`src/rtl/puf_challenge_sequencer_pkg.sv`:
```
// Shared types and constants for the arbiter-PUF challenge sequencer.
package puf_pkg;

    typedef enum logic [2:0] {
        ST_IDLE,
        ST_LOAD,
        ST_HIGH,
        ST_LOW,
        ST_DONE
    } state_e;

    // x^8+x^6+x^5+x^4+1 : feedback from bits 7,5,4,3
    localparam logic [7:0] LFSR_TAPS     = 8'hB8;
    localparam logic [7:0] SEED_ZERO_SUB = 8'h01;

endpackage

```
`src/rtl/puf_challenge_sequencer_lfsr.sv`:
```
// Challenge register: loads a (non-zero) seed, advances as a left-shifting Fibonacci LFSR.
module puf_lfsr
    import puf_pkg::*;
#(
    parameter int CHAL_W = 8
) (
    input  logic              clk,
    input  logic              rst_n,
    input  logic              load,
    input  logic              advance,
    input  logic [CHAL_W-1:0] seed,
    output logic [CHAL_W-1:0] challenge
);

    localparam logic [CHAL_W-1:0] TAPS     = CHAL_W'(LFSR_TAPS);
    localparam logic [CHAL_W-1:0] ZERO_SUB = CHAL_W'(SEED_ZERO_SUB);

    logic [CHAL_W-1:0] chal_q, chal_d;

    always_comb begin
        chal_d = chal_q;
        if (load) begin
            chal_d = (seed == '0) ? ZERO_SUB : seed;
        end else if (advance) begin
            chal_d = {chal_q[CHAL_W-2:0], ^(chal_q & TAPS)};
        end
    end

    always_ff @(posedge clk or negedge rst_n) begin
        if (!rst_n) begin
            chal_q <= '0;
        end else begin
            chal_q <= chal_d;
        end
    end

    assign challenge = chal_q;

endmodule

```
`src/rtl/puf_challenge_sequencer.sv`:
```
// Sequences arbiter-PUF evaluations: launch pulses, synchronised sampling,
// per-bit majority vote and a valid/ready response word.
module puf_challenge_sequencer
    import puf_pkg::*;
#(
    parameter int CHAL_W = 8,
    parameter int RESP_W = 8,
    parameter int VOTES  = 7,
    parameter int SETTLE = 3
) (
    input  logic              clk,
    input  logic              rst_n,
    input  logic              start,
    input  logic [CHAL_W-1:0] seed,
    output logic [CHAL_W-1:0] challenge,
    output logic              puf_fire,
    input  logic              puf_resp,
    output logic [RESP_W-1:0] resp_word,
    output logic              resp_valid,
    input  logic              resp_ready,
    output logic              busy
);

    localparam int VOTE_W = $clog2(VOTES + 1);
    localparam int BIT_W  = (RESP_W > 1) ? $clog2(RESP_W) : 1;
    localparam int PH_W   = $clog2(SETTLE + 2);

    localparam logic [PH_W-1:0]   HIGH_LAST = PH_W'(SETTLE + 1);
    localparam logic [PH_W-1:0]   LOW_LAST  = PH_W'(SETTLE - 1);
    localparam logic [VOTE_W-1:0] VOTES_C   = VOTE_W'(VOTES);
    localparam logic [VOTE_W-1:0] HALF_C    = VOTE_W'(VOTES / 2);
    localparam logic [BIT_W-1:0]  BIT_LAST  = BIT_W'(RESP_W - 1);

    state_e              state_q, state_d;
    logic [PH_W-1:0]     phase_q, phase_d;
    logic [VOTE_W-1:0]   vote_q, vote_d;
    logic [VOTE_W-1:0]   ones_q, ones_d;
    logic [BIT_W-1:0]    bit_q, bit_d;
    logic [RESP_W-1:0]   word_q, word_d;
    logic                fire_q, fire_d;
    logic                valid_q, valid_d;
    logic                busy_q, busy_d;
    logic                meta_q, sync_q;
    logic                lfsr_load, lfsr_advance;

    puf_lfsr #(
        .CHAL_W (CHAL_W)
    ) u_lfsr (
        .clk       (clk),
        .rst_n     (rst_n),
        .load      (lfsr_load),
        .advance   (lfsr_advance),
        .seed      (seed),
        .challenge (challenge)
    );

    always_comb begin
        state_d      = state_q;
        phase_d      = phase_q;
        vote_d       = vote_q;
        ones_d       = ones_q;
        bit_d        = bit_q;
        word_d       = word_q;
        lfsr_load    = 1'b0;
        lfsr_advance = 1'b0;
        case (state_q)
            ST_IDLE: begin
                if (start) begin
                    state_d   = ST_LOAD;
                    phase_d   = '0;
                    vote_d    = '0;
                    ones_d    = '0;
                    bit_d     = '0;
                    word_d    = '0;
                    lfsr_load = 1'b1;
                end
            end
            ST_LOAD: begin
                state_d = ST_HIGH;
                phase_d = '0;
            end
            ST_HIGH: begin
                // Arbiter has settled by the last HIGH cycle; take one vote.
                if (phase_q == HIGH_LAST) begin
                    ones_d  = ones_q + VOTE_W'(sync_q);
                    vote_d  = vote_q + 1'b1;
                    phase_d = '0;
                    state_d = ST_LOW;
                end else begin
                    phase_d = phase_q + 1'b1;
                end
            end
            ST_LOW: begin
                if (phase_q == LOW_LAST) begin
                    phase_d = '0;
                    if (vote_q < VOTES_C) begin
                        state_d = ST_HIGH;
                    end else begin
                        word_d[bit_q] = (ones_q > HALF_C);
                        vote_d        = '0;
                        ones_d        = '0;
                        lfsr_advance  = 1'b1;
                        if (bit_q < BIT_LAST) begin
                            bit_d   = bit_q + 1'b1;
                            state_d = ST_HIGH;
                        end else begin
                            state_d = ST_DONE;
                        end
                    end
                end else begin
                    phase_d = phase_q + 1'b1;
                end
            end
            ST_DONE: begin
                if (resp_ready) begin
                    state_d = ST_IDLE;
                end
            end
            default: state_d = ST_IDLE;
        endcase
        fire_d  = (state_d == ST_HIGH);
        valid_d = (state_d == ST_DONE);
        busy_d  = (state_d != ST_IDLE);
    end

    always_ff @(posedge clk or negedge rst_n) begin
        if (!rst_n) begin
            state_q <= ST_IDLE;
            phase_q <= '0;
            vote_q  <= '0;
            ones_q  <= '0;
            bit_q   <= '0;
            word_q  <= '0;
            fire_q  <= 1'b0;
            valid_q <= 1'b0;
            busy_q  <= 1'b0;
            meta_q  <= 1'b0;
            sync_q  <= 1'b0;
        end else begin
            state_q <= state_d;
            phase_q <= phase_d;
            vote_q  <= vote_d;
            ones_q  <= ones_d;
            bit_q   <= bit_d;
            word_q  <= word_d;
            fire_q  <= fire_d;
            valid_q <= valid_d;
            busy_q  <= busy_d;
            meta_q  <= puf_resp;
            sync_q  <= meta_q;
        end
    end

    assign puf_fire   = fire_q;
    assign resp_word  = word_q;
    assign resp_valid = valid_q;
    assign busy       = busy_q;

endmodule

```
`config.mk`:
```
export PLATFORM = sky130hd
export DESIGN_NAME = puf_challenge_sequencer
export DESIGN_NICKNAME = d
export VERILOG_FILES = /design/src/rtl/puf_challenge_sequencer_pkg.sv /design/src/rtl/puf_challenge_sequencer_lfsr.sv /design/src/rtl/puf_challenge_sequencer.sv
export SDC_FILE = /design/constraint.sdc
export NUM_CORES = 1
export LEC_CHECK = 0
export ABC_AREA = 1
export CAP_MARGIN = 20
export CORE_MARGIN = 10
export CORE_UTILIZATION = 50
export CTS_BUF_LIST = sky130_fd_sc_hd__clkbuf_2 sky130_fd_sc_hd__clkbuf_4 sky130_fd_sc_hd__clkbuf_8
export DETAILED_ROUTE_END_ITERATION = 8
export HOLD_SLACK_MARGIN = 0.15
export PLACE_DENSITY = 0.9
export SYNTH_ARGS = -nofsm -noshare
export SYNTH_HDL_FRONTEND = slang
export SYNTH_SLANG_ARGS = --single-unit
```
`constraint.sdc`:
```
create_clock -name clk -period 1.4 [get_ports clk]
set_clock_uncertainty 0.05 [all_clocks]
set_input_delay 0.35 -clock clk [delete_from_list [all_inputs] [get_ports clk]]
set_output_delay 0.35 -clock clk [all_outputs]
set_load 0.03 [all_outputs]
```
; ---- After elaboration in Yosys (flattened, before gate mapping)
; Index checks and enable logic that the tools add are counted.
[op_classes]
add_sub_neg = 4
magnitude_cmp = 5
n_eq_ne = 13
n_mux = 36
reduce_logical = 13
[ops]
columns = operator, n
row1 = 2-to-1 mux 3 bit, 16
row2 = 2-to-1 mux 8 bit, 6
row3 = case mux 3 bit (3 select lines), 2
row4 = case mux 8 bit (2 select lines), 1
row5 = case mux 3 bit (5 select lines), 1
row6 = "equality test 3 x 2 -> 1 bit, second input constant", 4
row7 = case mux 3 bit (4 select lines), 1
row8 = "inequality test 2 bit, second input constant", 5
row9 = AND reduction 5 bit, 2
row10 = "adder 3 x 1 -> 3 bit, second input constant", 3
row11 = "equality test 3 bit, second input constant", 3
row12 = bitwise mux 8 bit, 1
row13 = zero test 8 bit, 1
row14 = parity 8 bit, 1
row15 = "less-than comparator 3 bit, second input constant", 2
row16 = 2-to-1 mux 1 bit, 6
row17 = case mux 3 bit (2 select lines), 1
row18 = nonzero test 3 bit, 2
row19 = "less-than comparator 3 x 4 -> 1 bit, second input constant", 1
row20 = AND reduction 4 bit, 1
row21 = nonzero test 2 bit, 2
row22 = nonzero test 4 bit, 1
row23 = adder 3 x 1 -> 3 bit, 1
row24 = demux 1 bit (select 3 bit), 1
row25 = 6 further kinds, 6
[totals]
ff_bits = 36
inputBits = 13
out_inout_bits = 19

; ---- Logic depth before layout (Yosys ltp)
[logic_depth]
word_depth = 8
depth_mapped = 10
depth_no_buf = 9

; ---- Cells and area by module
; A second synthesis with hierarchy kept.
[hier_totals]
cells_unflattened = 264
area_unflattened_um2 = 2055.7
[by_module_without_submodules]
columns = module, n_inst, cells_per_inst, area_each_um2, seq_area_each_um2
row1 = puf_challenge_sequencer, 1, 202, 1610.3, 700.7
row2 = puf_lfsr, 1, 62, 445.4, 200.2

; ---- Worst setup path after synthesis
; No wires, ideal clock.
[synth_timing]
path_kind = register -> register
start = register phase_q[0]
end = register word_q[6] (netlist: resp_word[6])
setup_ns = 0.065
arrival_ns = 1.360
t_required_ns = 1.285
setup_slack_ns = -0.075
stages_incl_launch_ff = 11
n_path_buf = 2
cell_sequence = dfrtp_1 -> inv_1 -> ha_1 -> nand2_1 -> nand2_2 -> nand2_2 -> nor2_2 -> buf_6 -> buf_6 -> nand3_1 -> nand2_1
[synth_via]
elab_chain_len = 3
[synth_lines]
columns = item, line_no
row1 = from (decl), puf_challenge_sequencer.sv:35  ; logic [PH_W-1:0] phase_q, phase_d;
row2 = from (signal assigned), puf_challenge_sequencer.sv:141  ; phase_q <= phase_d;
row3 = equality test 3 x 2 -> 1 bit, puf_challenge_sequencer.sv:94  ; if (phase_q == LOW_LAST) begin
row4 = inequality test 2 bit (no line), n/a
row5 = AND reduction 4 bit (no line), n/a
row6 = to (signal assigned), puf_challenge_sequencer.sv:145  ; word_q <= word_d;
row7 = to (decl), puf_challenge_sequencer.sv:39  ; logic [RESP_W-1:0] word_q, word_d;
; No other way between the ends.
; A chain may end at the register's enable or synchronous reset.

; ---- Worst setup path after layout
[layout_timing]
start = register state_q[1]
end = register bit_q[2]
[layout_via]
elab_chain_len = 3
[layout_lines]
columns = item, line_no
row1 = from (decl), puf_challenge_sequencer.sv:34  ; state_e state_q, state_d;
row2 = from (signal assigned), puf_challenge_sequencer.sv:140  ; state_q <= state_d;
row3 = equality test 3 x 2 -> 1 bit or zero test 3 bit (tied branches), puf_challenge_sequencer.sv:66  ; case (state_q)
row4 = inequality test 2 bit (no line) or nonzero test 2 bit (tied branches), n/a
row5 = AND reduction 5 bit (no line), n/a
row6 = to (signal assigned), puf_challenge_sequencer.sv:144  ; bit_q <= bit_d;
row7 = to (decl), puf_challenge_sequencer.sv:38  ; logic [BIT_W-1:0] bit_q, bit_d;
; Several ways; a longest one is shown, not always the timed one.

==> impl_metrics.json <==
{
  "diodes": 0,
  "max_freq_ghz": 0.629,
  "synth_cell_types": 20,
  "async_flop_share_pct": 100,
  "initial_core_util_pct": 51.1,
  "max-slew-margin-rel_pct": 75.3,
  "rows": 23,
  "critPathCapture": "bit_q[2]$_DFFE_PN0P_",
  "leakagePower_nw": 1.49,
  "ff_latch_area_sq_um": 903,
  "reg2reg_slack_ns": -0.19,
  "drt-total-wl_um": 6060,
  "reg2reg_from": "state_q[1]$_DFF_PN0_",
  "syn2layout_area_growth_pct": 47.0,
  "cpMaxStageDelayCell": "dfrtp_2",
  "portBuffers": 31,
  "peakVddDrop_mv": 0.632,
  "synth_top_area_cell": "dfrtp_1",
  "synth_top_family_by_area": "simple AND/OR/NAND/NOR gates",
  "cp-start-kind": "register",
  "final.min_clock_period_ns": 1.59,
  "setup_viol": 26,
  "layout-drive-gt1-share_pct": 33.6,
  "synth_fa_ha_area_share_pct": 4.93,
  "wire_per_inst_um": 15.1,
  "track_usage_pct": 15.1,
  "antenna_found_initial": 0,
  "synthTopCellsByCount": "103 x nand2_1, 37 x nand3_1, 36 x dfrtp_1",
  "fin_ws_ns": -0.189,
  "syn_avg_cell_area_sq_um": 7.27,
  "multi_input_area_sq_um": 1170,
  "maxSlewViolCount": 0,
  "syn-cell-area_sq_um": 2030,
  "detailed_place_hpwl_um": 3740,
  "hold_class": "register to register",
  "cp-startpoint": "state_q[1]$_DFF_PN0_",
  "htreeDepth": 2,
  "yosysTopAreaCellShare_pct": 44.4,
  "synth_compound_area_share_pct": 5.86,
  "cts_buffers": 5,
  "synth_seq_area_share_pct": 44.4,
  "power-per-cell-area_nw_per_um2": 647,
  "yosysMostFrequentCell": "nand2_1",
  "drc_errors": 0,
  "cp_slowest_stage_delay_ns": 0.46,
  "synthSimpleGateAreaFrac_pct": 36.0,
  "die_y_um": 83.7,
  "r2r_cells": 9,
  "critPathKind": "register to register",
  "via_per_inst": 5.43,
  "synth_edf_count": 0,
  "die_w_um": 83.7,
  "period_share_pct": 114,
  "io_pins": 32,
  "ys_ff_latch": 36,
  "synth_fp_nets": 300,
  "clock_latency_ns": 0.30,
  "end_kind": "register",
  "synth-main-ff-cell": "dfrtp_1",
  "yosysWarnings": 0,
  "rsz0062_at_grt": "yes",
  "cts.sinks": 36,
  "fillers": 271,
  "ctsRootBufferMaster": "clkbuf_8",
  "path_max_fanout": 4,
  "vias": 2179,
  "synth-xor-area-share_pct": 1.29,
  "cp.required_ns": 1.55,
  "cts_hold_buffers": 0,
  "synth.mux.area_fraction_pct": 0,
  "grt.overflow.total": 0,
  "maxCapViolations": 0,
  "violations": "negative setup slack",
  "clk_pin_slew_ns": 0.08,
  "tns_ns": -2.85,
  "core-area_sq_um": 3970,
  "arrival_ns": 1.74,
  "place_congestion": 0.841,
  "yosys-top-cells-area": "dfrtp_1 44%, nand2_1 19%, nand3_1 9.1%",
  "place_worst_setup_slack_ns": -0.364,
  "hold_viol": 0,
  "grt_pass1_wl_um": 8960,
  "grt_pass1_vias": 2016,
  "dr.pass1.iters": 5,
  "clockBufferDepth": 2,
  "status": "finished, violations left",
  "rr_endpoint": "bit_q[2]$_DFFE_PN0P_",
  "cp_cell_sequence": "nor2_4, nand2_1, nand2_2, nand2_4, nor2_4, buf_6, nand2_2, nand2_1, nand2_2",
  "cts_tree": "done",
  "finish.net_count": 371,
  "synth_cells": 279,
  "final_util_pct": 75.1,
  "worst_pin_slew_ns": 0.371,
  "dieArea_sq_um": 7010,
  "grt_max_degree": 37,
  "path_common_cell": "nand2_2",
  "antenna_left": 0,
  "drt_iter0_markers": 283
}
worst max-delay path, delay by kind of cell, from the launching register on:
family / cells / cell delay (ns)
buf+inv: 1 / 0.15
flops: 1 / 0.46
simple gates: 8 / 0.83
routing by layer:
metal / wire length [um] / track usage, % / vias up
met5: 0 / 0 / -
met4: 147 / 6.24 / 0
met3: 431 / 4.79 / 21
met2: 3150 / 25.7 / 101
met1: 2330 / 16.8 / 1029
li1: - / - / 1028
area by class of cell:
cell class	count	share of cell area [%]
clock buffers	5	2.31
clock inverters	3	0.629
inverters	27	3.48
multi-input cells	208	39.3
flip-flops and latches	36	30.3
well taps	50	2.10
repair buffers	72	21.9
power by group:
group	switching, mW	total, mW	leakage (nW)	internal, mW
Combinational	0.0683	0.125	0.990	0.0564
Sequential	0.0109	1.07	0.451	1.05
Clock	0.394	0.740	0.0479	0.346
flip-flops by register name, summed over array words and instances (netlist names):
register,flops
resp_word,8
puf_fire,1
phase_q,3
bit_q,3
meta_q,1
vote_q,3
sync_q,1
busy,1
state_q,3
ones_q,3
resp_valid,1
u_lfsr.challenge,8
cell families (layout without fill, tap and decap cells):
logic type	after synthesis	count (layout)
AOI/OAI and AO/OA	23	23
buffers and inverters	35	107
and+or+nand+nor	174	174
DFF	36	36
adders and majority gates	8	8
xor gates and xnor gates	3	3
placed cells by master (no fill, tap or decap), drive strengths merged:
cell,n
a21oi,4
buf,58
clkbuf,7
clkdlybuf4s50,11
clkinv,3
dfrtp,36
dlymetal6s2s,1
ha,8
inv,27
nand2,105
nand3,38
nor2,22
nor3,8
o21ai,18
o221ai,1
or2,1
xnor2,3
stage by stage:
| stage | hold WS, ns | cell area (sq um) | power (mW) | cells |
|---|---|---|---|---|
| 2_1_floorplan | 0.00441 | 2040 | 1.12 | 279 |
| 3_3_place_gp | 0.285 | 2520 | 1.20 | 375 |
| 3_5_place_dp | 0.288 | 2520 | 1.21 | 375 |
| 4_1_cts | 0.303 | 2670 | 1.94 | 385 |
| 5_1_grt | 0.306 | 2980 | 2.01 | 401 |
| 6_report | 0.300 | 2980 | 1.93 | 401 |
how the worst min path moves through the flow:
stage / start / end / slack, ns / cells after the start
2_1_floorplan: rst_n / bit_q[0]$_DFFE_PN0P_ / 0.004 / 0
3_3_place_gp: meta_q$_DFF_PN0_ / sync_q$_DFF_PN0_ / 0.28 / 0
3_5_place_dp: meta_q$_DFF_PN0_ / sync_q$_DFF_PN0_ / 0.29 / 0
4_1_cts: meta_q$_DFF_PN0_ / sync_q$_DFF_PN0_ / 0.30 / 0
5_1_grt: meta_q$_DFF_PN0_ / sync_q$_DFF_PN0_ / 0.31 / 0
6_report: meta_q$_DFF_PN0_ / sync_q$_DFF_PN0_ / 0.30 / 0
what timing repair did:
| item | CTS | global route |
|---|---|---|
| cloned | 0 | 3 |
| pin swaps | 2 | 17 |
| endpoints found under the setup margin | 26 | 31 |
| gates resized for setup | 16 | 51 |
| endpoints found under the hold margin | 0 | 0 |
| buffers inserted | 2 | 14 |
Power figures use the tool's default switching activity.
